==> src/rtl/vram_pkg.sv <==
`default_nettype none
// ============================================================================
//  Module      : vram_pkg
//  Description : Shared types and constants for the VRAM arbiter: the
//                arbiter state encoding and the slot budget of one
//                character period.
//  Revision    : 1.0 - initial release
// ============================================================================
package vram_pkg;

    // Arbiter sequencer states, 3-bit encoding.
    typedef enum logic [2:0] {
        IDLE      = 3'd0,
        VCHAR     = 3'd1,
        VATTR     = 3'd2,
        VLAST     = 3'd3,
        CPU_ISSUE = 3'd4,
        CPU_DATA  = 3'd5
    } vram_state_e;

    // Slots consumed by one video fetch (char address, attr address, last
    // data capture) and by one CPU access (issue, data).
    localparam int VID_SLOTS          = 3;
    localparam int CPU_SLOTS          = 2;

    // Closest divclk spacing that never drops a fetch when a CPU access
    // is squeezed in between two fetches (idle slot + video + CPU).
    localparam int MIN_DIVCLK_SPACING = 6;

endpackage : vram_pkg
`default_nettype wire

==> src/rtl/vram_cpu_handshake.sv <==
`default_nettype none
// ============================================================================
//  Module      : vram_cpu_handshake
//  Description : ISA-side handshake for VRAM accesses. Tracks whether the
//                current request has already been served, produces the
//                pending request towards the arbiter, drives IOCHRDY and
//                latches read data.
//  Ports       : clk, reset        - clock, async active-high reset
//                cpu_req           - level request from ISA decode
//                cpu_write         - 1 = write access
//                display_enable    - CRTC active-display flag
//                access_done       - arbiter is in its CPU data slot
//                ram_rdata         - VRAM read data (1-cycle latency)
//                pending           - request eligible for a grant
//                cpu_ready         - IOCHRDY, low = wait
//                cpu_rdata         - last completed read data
//  Revision    : 1.0 - initial release
// ============================================================================
module vram_cpu_handshake #(
    parameter bit BLANK_ONLY = 1'b1
) (
    input  logic       clk,
    input  logic       reset,
    input  logic       cpu_req,
    input  logic       cpu_write,
    input  logic       display_enable,
    input  logic       access_done,
    input  logic [7:0] ram_rdata,
    output logic       pending,
    output logic       cpu_ready,
    output logic [7:0] cpu_rdata
);

    logic       r_served;
    logic [7:0] r_cpu_rdata;
    logic       w_window_open;

    // In snow-free mode the CPU only gets the RAM outside active display.
    assign w_window_open = (BLANK_ONLY == 1'b0) || !display_enable;

    assign pending   = cpu_req && !r_served && w_window_open;

    // Combinational so IOCHRDY drops in the very cycle the request appears.
    assign cpu_ready = !(cpu_req && !r_served);
    assign cpu_rdata = r_cpu_rdata;

    // served stays set while the request is held so a long ISA cycle is
    // not serviced twice; it clears the cycle after the request drops.
    always_ff @(posedge clk or posedge reset) begin
        if (reset) begin
            r_served    <= 1'b0;
            r_cpu_rdata <= 8'h00;
        end else begin
            if (access_done) begin
                r_served <= 1'b1;
            end else if (!cpu_req) begin
                r_served <= 1'b0;
            end

            if (access_done && !cpu_write) begin
                r_cpu_rdata <= ram_rdata;
            end
        end
    end

endmodule : vram_cpu_handshake
`default_nettype wire

==> src/rtl/vram_arbiter.sv <==
`default_nettype none
// ============================================================================
//  Module      : vram_arbiter
//  Description : Shares the single-port video RAM between the CRTC
//                character/attribute fetch (one per divclk) and ISA CPU
//                accesses (at most one per character period). The CPU is
//                stretched through cpu_ready until its access completes.
//  Ports       : clk, reset        - clock, async active-high reset
//                divclk            - character clock enable, 1 clk wide
//                display_enable    - CRTC active-display flag
//                mem_addr          - CRTC word address
//                cpu_req/cpu_write/cpu_addr/cpu_wdata - ISA access
//                cpu_rdata, cpu_ready                 - ISA response
//                ram_addr/ram_we/ram_wdata/ram_rdata  - VRAM port
//                char_byte, attr_byte, fetch_valid    - fetch result
//                overrun           - sticky, a divclk was dropped
//  Revision    : 1.0 - initial release
// ============================================================================
module vram_arbiter
    import vram_pkg::*;
#(
    parameter bit BLANK_ONLY = 1'b1,
    parameter int AW         = 14
) (
    input  logic          clk,
    input  logic          reset,
    input  logic          divclk,
    input  logic          display_enable,
    input  logic [13:0]   mem_addr,
    input  logic          cpu_req,
    input  logic          cpu_write,
    input  logic [AW-1:0] cpu_addr,
    input  logic [7:0]    cpu_wdata,
    output logic [7:0]    cpu_rdata,
    output logic          cpu_ready,
    output logic [AW-1:0] ram_addr,
    output logic          ram_we,
    output logic [7:0]    ram_wdata,
    input  logic [7:0]    ram_rdata,
    output logic [7:0]    char_byte,
    output logic [7:0]    attr_byte,
    output logic          fetch_valid,
    output logic          overrun
);

    vram_state_e   r_state;
    vram_state_e   w_state_next;

    logic [AW-1:0] r_vaddr;
    logic          r_vid_defer;
    logic [7:0]    r_char_byte;
    logic [7:0]    r_attr_byte;
    logic          r_fetch_valid;
    logic          r_overrun;

    logic [AW-1:0] w_vaddr_load;
    logic          w_vaddr_latch;
    logic          w_defer_set;
    logic          w_defer_clr;
    logic          w_overrun_set;
    logic          w_pending;
    logic          w_access_done;
    logic          w_unused_mem_msb;

    // Word address to byte address; the top CRTC address bit has no
    // meaning for a 16 KB RAM.
    assign w_vaddr_load     = AW'({mem_addr[12:0], 1'b0});
    assign w_unused_mem_msb = mem_addr[13];

    assign w_access_done = (r_state == CPU_DATA);

    vram_cpu_handshake #(
        .BLANK_ONLY (BLANK_ONLY)
    ) u_handshake (
        .clk            (clk),
        .reset          (reset),
        .cpu_req        (cpu_req),
        .cpu_write      (cpu_write),
        .display_enable (display_enable),
        .access_done    (w_access_done),
        .ram_rdata      (ram_rdata),
        .pending        (w_pending),
        .cpu_ready      (cpu_ready),
        .cpu_rdata      (cpu_rdata)
    );

    // ------------------------------------------------------------------
    // State register
    // ------------------------------------------------------------------
    always_ff @(posedge clk or posedge reset) begin
        if (reset) begin
            r_state <= IDLE;
        end else begin
            r_state <= w_state_next;
        end
    end

    // ------------------------------------------------------------------
    // Next-state decode
    // ------------------------------------------------------------------
    always_comb begin
        w_state_next  = r_state;
        w_vaddr_latch = 1'b0;
        w_defer_set   = 1'b0;
        w_defer_clr   = 1'b0;
        w_overrun_set = 1'b0;

        case (r_state)
            IDLE: begin
                // Video wins a tie so the display never loses a fetch to
                // the CPU.
                if (divclk) begin
                    w_vaddr_latch = 1'b1;
                    w_state_next  = VCHAR;
                end else if (w_pending) begin
                    w_state_next  = CPU_ISSUE;
                end
            end
            VCHAR: begin
                w_overrun_set = divclk;
                w_state_next  = VATTR;
            end
            VATTR: begin
                w_overrun_set = divclk;
                w_state_next  = VLAST;
            end
            VLAST: begin
                w_overrun_set = divclk;
                w_state_next  = IDLE;
            end
            CPU_ISSUE: begin
                // A CPU access already on the RAM cannot be pre-empted;
                // remember the fetch and run it right after.
                if (divclk) begin
                    w_vaddr_latch = 1'b1;
                    w_defer_set   = 1'b1;
                end
                w_state_next = CPU_DATA;
            end
            CPU_DATA: begin
                w_defer_clr = 1'b1;
                if (divclk) begin
                    w_vaddr_latch = 1'b1;
                end
                if (r_vid_defer || divclk) begin
                    w_state_next = VCHAR;
                end else begin
                    w_state_next = IDLE;
                end
            end
            default: begin
                w_state_next = IDLE;
            end
        endcase
    end

    // ------------------------------------------------------------------
    // RAM drive, decoded purely from state so reset kills ram_we at once
    // ------------------------------------------------------------------
    always_comb begin
        ram_addr  = '0;
        ram_we    = 1'b0;
        ram_wdata = 8'h00;

        case (r_state)
            VCHAR: begin
                ram_addr = r_vaddr;
            end
            VATTR: begin
                ram_addr = r_vaddr + AW'(1);
            end
            CPU_ISSUE: begin
                ram_addr  = cpu_addr;
                ram_we    = cpu_write;
                ram_wdata = cpu_wdata;
            end
            default: begin
                ram_addr = '0;
            end
        endcase
    end

    // ------------------------------------------------------------------
    // Video datapath and status
    // ------------------------------------------------------------------
    always_ff @(posedge clk or posedge reset) begin
        if (reset) begin
            r_vaddr       <= '0;
            r_vid_defer   <= 1'b0;
            r_char_byte   <= 8'h00;
            r_attr_byte   <= 8'h00;
            r_fetch_valid <= 1'b0;
            r_overrun     <= 1'b0;
        end else begin
            if (w_vaddr_latch) begin
                r_vaddr <= w_vaddr_load;
            end

            if (w_defer_set) begin
                r_vid_defer <= 1'b1;
            end else if (w_defer_clr) begin
                r_vid_defer <= 1'b0;
            end

            // RAM data lags the address by one cycle: the char byte is on
            // ram_rdata during VATTR, the attr byte during VLAST.
            if (r_state == VATTR) begin
                r_char_byte <= ram_rdata;
            end
            if (r_state == VLAST) begin
                r_attr_byte <= ram_rdata;
            end

            r_fetch_valid <= (r_state == VLAST);

            if (w_overrun_set) begin
                r_overrun <= 1'b1;
            end
        end
    end

    assign char_byte   = r_char_byte;
    assign attr_byte   = r_attr_byte;
    assign fetch_valid = r_fetch_valid;
    assign overrun     = r_overrun;

endmodule : vram_arbiter
`default_nettype wire
==> config.mk <==
export PLATFORM = sky130hd
export DESIGN_NAME = vram_arbiter
export DESIGN_NICKNAME = d
export VERILOG_FILES = /design/src/rtl/vram_pkg.sv /design/src/rtl/vram_cpu_handshake.sv /design/src/rtl/vram_arbiter.sv
export SDC_FILE = /design/constraint.sdc
export NUM_CORES = 1
export LEC_CHECK = 0
export ABC_AREA = 1
export BUFFER_PORTS_ARGS = -buffer_cell sky130_fd_sc_hd__buf_2
export CORE_AREA = 2 2 57 100
export CTS_BUF_LIST = sky130_fd_sc_hd__clkbuf_8 sky130_fd_sc_hd__clkbuf_16
export CTS_CLUSTER_DIAMETER = 30
export DETAILED_ROUTE_END_ITERATION = 6
export DIE_AREA = 0 0 59 102
export HOLD_SLACK_MARGIN = 0.15
export PLACE_DENSITY = 0.74
export SLEW_MARGIN = 20
export SYNTH_ARGS = -nofsm -noshare
export SYNTH_HDL_FRONTEND = slang
export SYNTH_SLANG_ARGS = --single-unit
==> constraint.sdc <==
create_clock -name clk -period 1.4 [get_ports clk]
set_clock_uncertainty 0.2 [all_clocks]
set_input_delay 0.14 -clock clk [delete_from_list [all_inputs] [get_ports clk]]
set_output_delay 0.14 -clock clk [all_outputs]
set_load 0.05 [all_outputs]
==> summary.md, run 1 <==
| Metric | Value |
|---|---|
| Status | `finished, violations left` |
| Failing checks | `negative setup slack` |
| Hold_ws | `0.212 ns` |
| Num rows | `35` |
| Fin area | `0.00410 mm2` |
| Mux share of post-synthesis cell area | `0%` |
| Number of distinct library cells after synthesis | `16` |
| TritonCTS clock tree | `built` |
| Slowest cell on crit path | `dfrtp_2` |
| Maxcap violations | `0` |
| Die X-Extent | `59 um` |
| Max Clock Freq | `0.547 GHz` |
| Seq/Total Area, Yosys | `51.9%` |
| Area of the mapped netlist | `0.00212 mm2` |
| Drc violations | `0` |
| Largest family of logic cells by synthesized area | `simple AND/OR/NAND/NOR gates` |
| HP Class | `input pin to asynchronous set/reset pin` |
| Post-Synth XOR/XNOR Area | `0%` |
| Reg area | `0.00110 mm2` |
| Post-DP HPWL | `4540 um` |
| Synthesized area per cell | `7.84 um2` |
| CTS root buf | `clkbuf_8` |
| Worst-Skew Late Latency | `0.30 ns` |
| Area after DPL | `0.00315 mm2` |
| Commonest non-fill, non-tap cell in the layout | `buf_2` |
| Crit path cell chain | `inv_1 -> nor2_4 -> buf_6 -> nand3_2 -> nand3_4 -> buf_8` |
| Complex-gate fraction of the synthesized area | `4.83%` |
| H-tree levels | `2` |
| Worst slew margin | `78.9%` |
| Post-route antenna net violation count | `0` |
| Least-Margin Pin Slew | `0.316 ns` |
| Pins Over Slew Limit | `0` |
| DRT Pass-1 Iters | `4` |
| Nets | `469` |
| Initial antenna violation count | `0` |
| Minimum clock period | `1.83 ns` |
| Syn nets | `321` |
| Synth-to-Final Area Change | `92.9%` |
| Initial core utilization | `41.1%` |
| Vias per Instance | `5.24` |
| Die H | `102 um` |
| Final worst slack | `-0.428 ns` |
| Die Footprint | `0.00602 mm2` |
| Layout cell share with drive strength beyond 1 | `49.5%` |
| Mapped Cells | `271` |
| Area occupied by multi-input gates | `0.00136 mm2` |
| Non-filler instance count after layout | `475` |
| Largest net degree at the start of global routing | `45` |
| Clock buffer depth | `2` |
| Global-route wire length before repair | `11100 um` |
| IO buf count | `98` |
| Commonest cells after routing, fill and taps aside | `buf_2, nand2_1, dfrtp_1, nand3_2, dlygate4sd3_1` |
| Ant. Diodes | `0` |
| Dpl cells | `435` |
| Initial DRC count | `94` |
| Register bit total from synthesis | `44` |
| Ports | `100` |
| Worst-path clk slew | `0.09 ns` |
| Post-synthesis adder-cell area fraction | `0%` |
| Worst reg-to-reg setup slack | `-0.14 ns` |
| CTS Buf Count | `5` |
| Number of global-route vias before repair | `2448` |
| Final wirelength | `7620 um` |
| Placeable Area | `0.00517 mm2` |
| RD Place Congestion | `0.814` |
| Via count | `2489` |
| RSZ-0062 raised after global routing | `true` |
| Tcrit/Tclk final | `131%` |
| Wirelength per Cell | `16.0 um` |
| Crit-path leading delay family | `flip-flops` |
| Worst Path Class, Setup | `register to output pin` |
| Max stage delay on crit path | `0.44 ns` |
| Clock Sinks | `44` |
| Pwr Total | `11.4 mW` |
| Pwr per Cell Area | `2790 mW/mm2` |
| Setup Viol. Count Final | `60` |
| GRT overflow | `0` |
| Post-Synth Simple-Gate Area | `35.2%` |
| Fin. Hold Viols | `0` |
| Number of fill cells | `325` |
| CP Launch Type | `register` |
| Worst path arrival time | `1.49 ns` |
| YS warnings | `0` |
| Crit Path Max Fanout | `5` |
| Worst r2r dst | `r_state[2]` |
| Worst R2R Path Depth | `7` |
| Peak VDD IR | `0.00186 V` |
| GRT Util Overall | `24.3%` |
| Final core occ | `79.3%` |
| Leakage Power | `2.06 nW` |
| RR Startpoint | `r_state[0]` |
| Worst path bufs/invs | `3` |
| Crit end category | `output pin` |
| WP data required | `1.06 ns` |
==> cell families (layout without fill, tap and decap cells) <==
kind of cell | after synthesis | after routing
simple gates | 167 | 168
buf+inv | 40 | 188
flops | 44 | 44
compound gates | 20 | 20
==> stage by stage <==
step | setup WS [ns] | setup TNS (ns)
2_1_floorplan | -0.160 | -2.69
3_3_place_gp | -0.157 | -3.70
3_5_place_dp | -0.193 | -5.35
4_1_cts | -0.410 | -10.52
5_1_grt | -0.486 | -14.87
6_report | -0.428 | -10.85
==> repair_timing <==
action / in CTS / in global routing
pin swaps: 5 / 6
endpoints found under the setup margin: 62 / 65
endpoints found under the hold margin: 86 / 2
resized for setup: 98 / 36
gates cloned: 1 / 0
buffers inserted: 3 / 2
hold buffers: 26 / 1
==> worst max-delay path by stage <==
stage / start / depth (start not counted) / end / slack [ns]
final: r_state[0] / 6 / ram_addr[9] / -0.43
after global routing: r_state[0] / 5 / ram_addr[9] / -0.49
after CTS: r_state[0] / 5 / ram_wdata[7] / -0.41
after detailed placement: r_state[1] / 5 / ram_addr[7] / -0.19
after global placement: r_state[0] / 6 / ram_addr[7] / -0.16
after floorplan: r_state[1] / 4 / ram_wdata[0] / -0.16
==> flip-flops by register name, indices dropped and copies added (netlist names) <==
signal                 cells
attr_byte                  8
u_handshake.cpu_rdata      8
overrun                    1
r_vid_defer                1
u_handshake.r_served       1
r_vaddr                   13
char_byte                  8
r_state                    3
fetch_valid                1
==> tightest hold or removal path, stage by stage <==
cell,delay [ns]
dlygate4sd3_1,0.53
buf_2,0.12
inv_2,0.06
buf_12,0.23
==> metal layers <==
metal | global-route usage [%] | wire length, um | vias up
met5 | 0 | 0 | -
met4 | 8.57 | 248 | 0
met3 | 3.67 | 252 | 22
met2 | 47.4 | 4530 | 82
met1 | 25.1 | 2580 | 1202
li1 | - | - | 1183
==> synth_stat cells <==
library cell | instances | share of area, %
nand4_1 | 9 | 2.7
nor2_2 | 3 | 0.88
dfrtp_1 | 44 | 52
o21ai_0 | 19 | 4.5
nand2_1 | 70 | 12
clkbuf_1 | 2 | 0.35
clkinv_1 | 1 | 0.18
buf_1 | 3 | 0.53
buf_6 | 1 | 0.53
o21bai_1 | 1 | 0.35
nand2_2 | 2 | 0.59
nor2_1 | 14 | 2.5
inv_1 | 24 | 4.2
buf_2 | 8 | 1.9
buf_4 | 1 | 0.35
nand3_1 | 69 | 16
==> area by class of cell <==
| class | count | area share, % |
|---|---|---|
| clock buffers | 5 | 1.68 |
| clock inverters | 3 | 2.20 |
| inverters | 25 | 2.29 |
| multi-input cells | 188 | 33.2 |
| flip-flops and latches | 44 | 27.0 |
| well taps | 55 | 1.68 |
| repair buffers | 155 | 32.0 |
==> report_power, final <==
| part | leakage (nW) | switching [mW] | internal (mW) | total (mW) |
|---|---|---|---|---|
| registers | 0.541 | 0.490 | 1.89 | 2.38 |
| clock network | 0.0784 | 0.456 | 0.892 | 1.35 |
| logic | 1.44 | 4.94 | 2.75 | 7.69 |
No activity file was read; power rests on OpenSTA's default activity.
==> run 2: changes to the inputs <==
--- a/config.mk
+++ b/config.mk
@@ -5,13 +5,13 @@
 export SDC_FILE = /design/constraint.sdc
 export NUM_CORES = 1
 export LEC_CHECK = 0
-export ABC_AREA = 1
 export BUFFER_PORTS_ARGS = -buffer_cell sky130_fd_sc_hd__buf_2
-export CORE_AREA = 2 2 57 100
+export CAP_MARGIN = 10
+export CORE_AREA = 2 2 56 97
 export CTS_BUF_LIST = sky130_fd_sc_hd__clkbuf_8 sky130_fd_sc_hd__clkbuf_16
 export CTS_CLUSTER_DIAMETER = 30
 export DETAILED_ROUTE_END_ITERATION = 6
-export DIE_AREA = 0 0 59 102
+export DIE_AREA = 0 0 58 99
 export HOLD_SLACK_MARGIN = 0.15
 export PLACE_DENSITY = 0.74
 export SLEW_MARGIN = 20
==> summary.md, run 2 <==
| Metric | Value |
|---|---|
| DRT Pass-1 Iters | `4 (unchanged)` |
| Least-Margin Pin Slew | `0.271 ns (-0.0445 ns)` |
| Pwr Total | `10.4 mW (-9.3%)` |
| RSZ-0062 raised after global routing | `true` |
| Main synth FF type | `dfrtp_1` |
| Area occupied by multi-input gates | `0.00115 mm2 (-15%)` |
| FFs w/ async S/R, synth | `100% (unchanged)` |
| Area of the mapped netlist | `0.00196 mm2 (-7.9%)` |
| Area fraction of the dominant cell type after synthesis | `56.3% (+4.4 points)` |
| Commonest non-fill, non-tap cell in the layout | `buf_2` |
| CTS root buf | `clkbuf_8` |
| Die Footprint | `0.00574 mm2 (-4.6%)` |
| Reg with most FFs | `r_vaddr` |
| Seq/Total Area, Yosys | `56.3% (+4.4 points)` |
| Worst-path clk slew | `0.08 ns (about the same)` |
| RD Place Congestion | `0.736 (-9.6%)` |
| Initial DRC count | `35 (-63%)` |
| Maxcap violations | `0 (unchanged)` |
| Post-synth top area cell | `dfrtp_1` |
| Cell mode on critical path | `buf_8` |
| Largest register FFs | `13 (unchanged)` |
| Die H | `99 um (-2.9%)` |
| Largest net degree at the start of global routing | `45 (unchanged)` |
| Worst path bufs/invs | `3 (unchanged)` |
| Synthesized area per cell | `14.3 um2 (+82%)` |
| Wirelength per Cell | `18.0 um (+12%)` |
| Num rows | `34 (-2.9%)` |
| Crit end category | `output pin` |
| Crit-path leading delay family | `buffers and inverters` |
| Number of global-route vias before repair | `1866 (-24%)` |
| HP Class | `input pin to register` |
| Post-synth EDFFs | `0 (unchanged)` |
| Commonest cells after routing, fill and taps aside | `buf_2, dfrtp_1, mux2_4, buf_6, dlygate4sd3_1` |
| Fin. Hold Viols | `0 (unchanged)` |
| Post-DP HPWL | `3450 um (-24%)` |
| Setup Slack @ Placement | `-0.568 ns (-0.376 ns)` |
| Clock Sinks | `44 (unchanged)` |
| Final core occ | `74.2% (-5.0 points)` |
| Top post-synthesis cells by count | `dfrtp_1, mux2_2, a22o_1` |
| Worst slew margin | `82.0% (+3.2 points)` |
| Status | `finished, violations left` |
| Global-route wire length before repair | `9030 um (-19%)` |
| Post-route antenna net violation count | `0 (unchanged)` |
| Worst-Skew Late Latency | `0.30 ns (about the same)` |
| Syn nets | `187 (-42%)` |
| Crit Path Max Fanout | `8 (+3)` |
| Nets | `335 (-29%)` |
| WP data required | `1.06 ns (about the same)` |
| Pins Over Slew Limit | `0 (unchanged)` |
| Tcrit/Tclk final | `137% (+6.4 points)` |
| Number of fill cells | `290 (-11%)` |
| IO buf count | `98 (unchanged)` |
| Pwr per Cell Area | `2830 mW/mm2 (+1.4%)` |
| Synth area leaders | `dfrtp_1, mux2_2, a22o_1` |
| Setup TNS | `-23.56 ns (-12.71 ns)` |
| Most frequent cell after synthesis | `dfrtp_1` |
| Ant. Diodes | `0 (unchanged)` |
| Fin area | `0.00366 mm2 (-11%)` |
| Ports | `100 (unchanged)` |
| Vias per Instance | `5.04 (-3.9%)` |
| Crit path cell chain | `buf_6 -> nor2_4 -> and2_4 -> buf_8 -> a22o_4 -> buf_8` |
| Initial antenna violation count | `0 (unchanged)` |
| YS warnings | `0 (unchanged)` |
| Leakage Power | `1.88 nW (-8.9%)` |
| Slowest cell on crit path | `dfrtp_1` |
| Minimum clock period | `1.92 ns (+0.0903 ns)` |
| Final wirelength | `6110 um (-20%)` |
| Dpl cells | `293 (-33%)` |
| Failing checks | `negative setup slack` |
| Drc violations | `0 (unchanged)` |
| Non-filler instance count after layout | `340 (-28%)` |
| Worst Path Class, Setup | `register to output pin` |
| Max Clock Freq | `0.521 GHz (-4.7%)` |
| Placeable Area | `0.00493 mm2 (-4.5%)` |
| Clock buffer depth | `2 (unchanged)` |
| Layout cell share with drive strength beyond 1 | `72.0% (+23 points)` |
| Die X-Extent | `58 um (-1.7%)` |
| CTS Buf Count | `5 (unchanged)` |
| Hold_ws | `0.159 ns (-0.0525 ns)` |
| H-tree levels | `2 (unchanged)` |
| Register bit total from synthesis | `44 (unchanged)` |
| TritonCTS clock tree | `built` |
| GRT Util Overall | `20.7% (-3.6 points)` |
| Initial core utilization | `39.6% (-1.5 points)` |
| Mapped Cells | `137 (-49%)` |
| Setup Viol. Count Final | `62 (+3.3%)` |
| Synth-to-Final Area Change | `87.3%` |
| CP Launch Type | `register` |
| Worst path arrival time | `1.58 ns (+0.09 ns)` |
| Number of distinct library cells after synthesis | `26 (+10)` |
| Peak VDD IR | `0.00233 V (+25%)` |
| Max stage delay on crit path | `0.41 ns (-0.03 ns)` |
| Via count | `1712 (-31%)` |
| Final worst slack | `-0.519 ns (-0.0903 ns)` |
| GRT overflow | `0 (unchanged)` |
| Reg area | `0.00110 mm2 (-0.23%)` |
| Area after DPL | `0.00275 mm2 (-13%)` |
==> run 2: cell type report <==
type | count | share of cell area, %
timing repair buffer | 149 | 33.5
inverter | 2 | 0.205
multi-input combinational | 83 | 31.5
tap | 54 | 1.84
clock buffer | 5 | 1.88
sequential | 44 | 30.1
clock inverter | 3 | 1.06
==> run 2: worst reg2reg max path: cells and delay by family, from the launching register on <==
| family | cells | cell delay [ns] |
|---|---|---|
| buf+inv | 3 | 0.45 |
| mux | 1 | 0.32 |
| simple gates | 2 | 0.34 |
| flops | 1 | 0.42 |
==> run 2: timing repair <==
| item | in CTS | in global routing |
|---|---|---|
| pin swaps | 4 | 4 |
| gates cloned | 1 | 1 |
| endpoints found under the setup margin | 64 | 63 |
| endpoints found under the hold margin | 85 | 1 |
| gates resized for setup | 78 | 34 |
| hold buffers | 25 | 1 |
| buffers inserted | 8 | 6 |
==> run 2: kinds of logic (layout without fill, tap and decap cells) <==
| family | Yosys count | in the layout | synth area share [%] |
|---|---|---|---|
| multiplexers | 37 | 37 | 21.3 |
| flip-flops | 44 | 44 | 56.3 |
| AND/OR/NAND/NOR | 25 | 26 | 10.0 |
| XOR/XNOR | 1 | 1 | 0.448 |
| AO/OA/AOI/OAI | 19 | 19 | 8.06 |
| buffers and inverters | 11 | 159 | 3.84 |
==> run 2: layer usage <==
metal	vias up	GRT usage, %	part of all wire [%]
li1	789	-	-
met1	857	23.1	36
met2	61	37.8	57
met3	5	4.07	4.9
met4	0	7.16	1.2
met5	-	0	0
==> run 2: final timing paths <==
check | startpoint | endpoint | slack [ns] | cells past startpoint
hold / removal | cpu_write | u_handshake.cpu_rdata[2] | 0.16 | 4
setup / recovery | r_state[0] | ram_addr[4] | -0.52 | 6
hold reg to reg | overrun | overrun | 0.28 | 1
min in group asynchronous | reset | r_vaddr[7] | 0.22 | 4
max in group asynchronous | reset | char_byte[4] | 0.57 | 4
setup reg to reg | r_state[0] | r_vaddr[12] | -0.45 | 6
==> run 2: power breakdown <==
group / switching (mW) / internal (mW)
logic: 3.96 / 3.13
registers: 0.433 / 1.88
clock network: 0.426 / 0.522
total: 4.82 / 5.53
